`src/rtl/pattern_gen.sv`:
```
// Serializes num_pat copies of PATTERN (MSB first) onto a valid/out stream,
// separated by runs of FILL bits, for driving a pattern detector in loopback.
module pattern_gen #(
   parameter int unsigned        PLEN    = 5,
   parameter logic [PLEN-1:0]    PATTERN = 5'b00101,
   parameter logic               FILL    = 1'b1,
   parameter int unsigned        CNT_W   = 8,
   parameter int unsigned        GAP_W   = 4
) (
   input  logic             clk,
   input  logic             rst,
   input  logic             start,
   input  logic [CNT_W-1:0] num_pat,
   input  logic [GAP_W-1:0] gap,
   input  logic             pause,
   output logic             valid,
   output logic             out,
   output logic             busy,
   output logic             done,
   output logic [CNT_W-1:0] pat_sent
);

   localparam int unsigned IDX_W = (PLEN > 1) ? $clog2(PLEN) : 1;
   localparam logic [IDX_W-1:0] IDX_TOP = IDX_W'(PLEN - 1);
   localparam logic [IDX_W-1:0] IDX_2ND = IDX_W'(PLEN - 2);

   localparam logic [1:0] IDLE = 2'd0;
   localparam logic [1:0] PAT  = 2'd1;
   localparam logic [1:0] GAP  = 2'd2;
   localparam logic [1:0] FIN  = 2'd3;

   logic [1:0]       state;
   logic [IDX_W-1:0] idx;
   logic [GAP_W-1:0] gcnt;
   logic [GAP_W-1:0] gap_lat;
   logic [CNT_W-1:0] num_lat;

   // state/idx/gcnt point at the next bit to emit; the bit itself is registered
   // onto valid/out at the edge that consumes it, so start emits the MSB at once.
   always_ff @(posedge clk) begin
      if (rst) begin
         state    <= IDLE;
         idx      <= '0;
         gcnt     <= '0;
         gap_lat  <= '0;
         num_lat  <= '0;
         valid    <= 1'b0;
         out      <= 1'b0;
         busy     <= 1'b0;
         done     <= 1'b0;
         pat_sent <= '0;
      end else begin
         valid <= 1'b0;
         done  <= 1'b0;
         case (state)
            IDLE: begin
               out <= 1'b0;
               if (start) begin
                  pat_sent <= '0;
                  if (num_pat != '0) begin
                     num_lat <= num_pat;
                     gap_lat <= gap;
                     busy    <= 1'b1;
                     valid   <= 1'b1;
                     out     <= PATTERN[IDX_TOP];
                     idx     <= IDX_2ND;
                     state   <= PAT;
                  end else begin
                     done  <= 1'b1;
                     state <= FIN;
                  end
               end
            end
            PAT: begin
               if (!pause) begin
                  valid <= 1'b1;
                  out   <= PATTERN[idx];
                  if (idx == '0) begin
                     if (pat_sent != '1)
                        pat_sent <= pat_sent + CNT_W'(1);
                     if (pat_sent == num_lat - CNT_W'(1)) begin
                        state <= FIN;
                     end else if (gap_lat != '0) begin
                        gcnt  <= gap_lat;
                        state <= GAP;
                     end else begin
                        idx <= IDX_TOP;
                     end
                  end else begin
                     idx <= idx - IDX_W'(1);
                  end
               end
            end
            GAP: begin
               if (!pause) begin
                  valid <= 1'b1;
                  out   <= FILL;
                  if (gcnt == GAP_W'(1)) begin
                     idx   <= IDX_TOP;
                     state <= PAT;
                  end else begin
                     gcnt <= gcnt - GAP_W'(1);
                  end
               end
            end
            default: begin
               // FIN is entered while the last bit is still on the wire;
               // the done pulse follows in the next cycle.
               if (!done) begin
                  done <= 1'b1;
                  busy <= 1'b0;
               end else begin
                  out   <= 1'b0;
                  state <= IDLE;
               end
            end
         endcase
      end
   end

endmodule

```
`config.mk`:
```
export PLATFORM = sky130hd
export DESIGN_NAME = pattern_gen
export DESIGN_NICKNAME = d
export VERILOG_FILES = /design/src/rtl/pattern_gen.sv
export SDC_FILE = /design/constraint.sdc
export NUM_CORES = 1
export LEC_CHECK = 0
export CAP_MARGIN = 30
export CORE_MARGIN = 4
export CORE_UTILIZATION = 35
export DETAILED_ROUTE_END_ITERATION = 12
export PLACE_DENSITY = 0.56
export SLEW_MARGIN = 15
export SYNTH_ARGS = -nofsm -noshare
export SYNTH_HDL_FRONTEND = slang
export SYNTH_SLANG_ARGS = --single-unit
export TNS_END_PERCENT = 10
```
`constraint.sdc`:
```
create_clock -name clk -period 2.9 [get_ports clk]
set_clock_uncertainty 0.05 [all_clocks]
set_input_delay 0.725 -clock clk [delete_from_list [all_inputs] [get_ports clk]]
set_output_delay 0.725 -clock clk [all_outputs]
set_load 0.02 [all_outputs]
```
==> metrics.md, run 1 <==
| Metric | Value |
|---|---|
| Crit end category | `flip-flop` |
| IR drop worst, VDD | `around 0.4 mV` |
| Largest family of logic cells by synthesized area | `simple AND/OR/NAND/NOR gates` |
| Max clock buf depth | `2` |
| Routed wire length | `between 4 and 5 mm` |
| Slowest-stage cell, CP | `nor4_1` |
| Max Cap Viol | `0` |
| Predominant post-synthesis flop cell | `dfxtp_1` |
| Final ANT Viol Nets | `0` |
| Iter 0 DRT Violations | `between 150 and 200` |
| Crit Path Category | `primary input to flip-flop` |
| Global-route wire length before repair | `just over 8 mm` |
| WP data arrival | `between 2 and 3 ns` |
| Status | `complete, no violations` |
| Post-synth EDFFs | `0` |
| Syn_nets | `between 200 and 300` |
| Wirelength per Cell | `approximately 14 um` |
| CTS tree | `yes` |
| Cell area power density | `about 700 mW/mm2` |
| Cell count after synthesis | `about 250` |
| Die height | `84.71 um` |
| Share of layout cells above drive strength 1 | `around 8.5%` |
| H-tree Lvls | `2` |
| Distinct cells, synth | `50` |
| Vias in the first global route | `between 1500 and 2000` |
| Reg2Reg Setup Slack | `about 0.52 ns` |
| Worst Path Buf+Inv | `1` |
| Total track usage | `~14%` |
| Final WS setup | `just over 0.4 ns` |
| Clock latency on the worst-skew pair | `0.29 ns` |
| Residual DRC | `0` |
| Critical path launch point type | `primary input` |
| CTS clk-pin slew, worst paths | `roughly 0.07 ns` |
| Fin Setup TNS | `0 ns` |
| Synth area leaders | `dfxtp_1 33%, mux2i_1 7.3%, nor2_1 7.3%, xnor2_1 5.1%, ha_1 4.9%` |
| Die Width | `roughly 85 um` |
| Max FO, Critical Path | `7` |
| Top cell type's share of synthesized area | `around a third` |
| Minimum clock period | `about 2.5 ns` |
| Synthesized flop and latch total | `34` |
| Final hold viol count | `0` |
| Commonest non-fill, non-tap cells in the layout | `40 x nor2_1, 34 x dfxtp_1, 27 x clkdlybuf4s50_1` |
| Antenna Cells | `0` |
| Top Family by Delay on Critical Path | `simple AND/OR/NAND/NOR gates` |
| Area growth syn-to-layout | `22.17%` |
| I/O pin total | `28` |
| Cell Chain, Critical Path | `clkdlybuf4s50_1 -> nor4_1 -> nand3_1 -> and4_1 -> or3b_2 -> o31ai_1` |
| Register area share after synthesis | `about a third` |
| Core ar. | `0.005608 mm2` |
| Leak | `about 0.93 nW` |
| Initial antenna violation count | `0` |
| Synthesized-area fraction occupied by adder cells | `4.860%` |
| RSZ-0062 raised after global routing | `false` |
| Slowest Stage Delay on Critical Path | `~0.5 ns` |
| Post-Synth Simple-Gate Area | `approximately 24%` |
| Cts hold-fix bufs | `0` |
| Syn Area/Cell | `8.205 um2` |
| Fmax | `401.9 MHz` |
| Clock buffer count from CTS | `5` |
| Rows | `27` |
| XOR/XNOR Fraction of Synth Area | `5.954%` |
| Clock Tree Root | `clkbuf_8` |
| Most common cell after layout, fill and taps aside | `nor2_1` |
| Full die area | `slightly above 0.007 mm2` |
| # Post-CTS Setup Buffers | `0` |
| Placer Congestion | `approximately 0.83` |
| Final Setup Violations | `0` |
| Slew HR | `around 60%` |
| Largest net degree at the start of global routing | `25` |
| Nets | `roughly 310` |
| Grt ovf | `0` |
| Vias per cell | `approximately 5.2` |
| Synth Area in Compound Gates | `between 10% and 20%` |
| Clk sink count | `34` |
| Synth area leader | `dfxtp_1` |
| Tightest Pin Transition | `between 0.6 and 0.7 ns` |
| Routed vias | `about 1800` |
| Post_cts resized | `0` |
| Post-DP HPWL | `3.687 mm` |
| Fin crit share | `85.80%` |
| Mux cell area share after synthesis | `under 10%` |
| Tightest Hold Check Type | `flip-flop to flip-flop` |
| Filler instances | `about 600` |
| Dpl ws | `0.1440 ns` |
| Pre-antenna DRT Iters | `4` |
| Synth Warn # | `0` |
| Starting Density | `36.72%` |
| Asr flop ratio synth | `0%` |
| Slew Viols, Final | `0` |
| I/O Buffers | `27` |
| Mapped cell area | `0.002059 mm2` |
| Critical Path RT | `around 3.1 ns` |
worst reg2reg max path: cells and delay by family (launching register included):
kind,cells,cell delay (ns)
AOI/OAI and AO/OA,1,0.22
xor gates and xnor gates,1,0.13
adders and majority gates,1,0.30
buffers and inverters,1,0.08
DFF,1,0.42
muxes,1,0.36
and+or+nand+nor,2,0.71
cell families (layout without fill, tap and decap cells):
kind of cell / Yosys count / after routing
AO/OA/AOI/OAI: 56 / 56
AND/OR/NAND/NOR: 95 / 95
flip-flops: 34 / 34
adder cells (fa/ha/maj): 8 / 8
multiplexers: 16 / 16
XOR/XNOR: 14 / 14
buffers and inverters: 28 / 59
final timing paths:
check / startpoint / endpoint / cells after the start
max: num_pat[0] / idx[2] / 6
min: gcnt[1] / gcnt[1] / 2
max reg2reg: num_lat[1] / state[1] / 7
min reg2reg: gcnt[1] / gcnt[1] / 2
synthesized netlist by cell type, types with 3 or more instances:
cell	n
mux2i_1	15
o31ai_1	3
nor4_1	4
ha_1	8
nand3_1	7
nor3_1	9
inv_1	15
nand2b_1	8
a21oi_1	16
nand2_1	10
o21ai_0	11
clkbuf_1	9
nor2_1	40
nand4_1	3
or3_1	3
dfxtp_1	34
o2bb2ai_1	3
xnor2_1	12
flip-flops by register name, indices dropped and copies added, names as in the netlist, named ones only:
| register | flops |
|---|---|
| busy | 1 |
| done | 1 |
| gap_lat | 4 |
| gcnt | 4 |
| idx | 3 |
| num_lat | 8 |
| out | 1 |
| pat_sent | 8 |
| state | 2 |
| valid | 1 |
power breakdown:
group / internal (mW) / switching (mW) / total (mW)
registers: 0.538 / 0.0770 / 0.615
logic: 0.343 / 0.432 / 0.775
clock network: 0.192 / 0.172 / 0.364
per-stage QoR:
stage                     hold WS [ns]  util (%)  std cells  power, mW  instance area, um2
after detailed placement        0.4420     43.24        346      1.392                2425
final                           0.4475     44.87        354      1.754                2516
after global routing            0.4787     44.87        354      1.879                2516
after CTS                       0.4536     44.87        354      1.764                2516
after floorplan                 0.4118         -        251      1.212                2059
after global placement          0.4331     43.24        346      1.400                2425
cell type report:
class / count / area [um2] / area share (%)
Inverter: 16 / 60.06 / 2.387
Sequential cell: 34 / 680.7 / 27.05
Clock buffer: 7 / 86.33 / 3.431
Clock inverter: 1 / 5.005 / 0.1989
Multi-Input combinational cell: 189 / 1264 / 50.22
Tap cell: 72 / 90.09 / 3.580
Timing Repair Buffer: 35 / 330.3 / 13.13
per-layer routing:
layer	part of all wire (%)	global-route usage, %	vias up	wire (um)
met5	0	0	-	0
met4	1.2	4.317	0	59
met3	4.0	2.650	5	196
met2	43	20.50	33	2092
met1	52	19.98	848	2551
li1	-	-	940	-
Note: power is estimated with default switching activity, not from simulation.
==> run 2: changes to the inputs <==
Settings changed: TNS_END_PERCENT 10 to 50.
==> results of run 2 <==
Final layout, timing and power as in run 1 (identical DEF).
==> run 3: changes to the inputs <==
Settings changed: HOLD_SLACK_MARGIN from default to 0.12, SETUP_SLACK_MARGIN from default to 0.02.
==> results of run 3 <==
Final layout, timing and power as in run 1 (identical DEF).
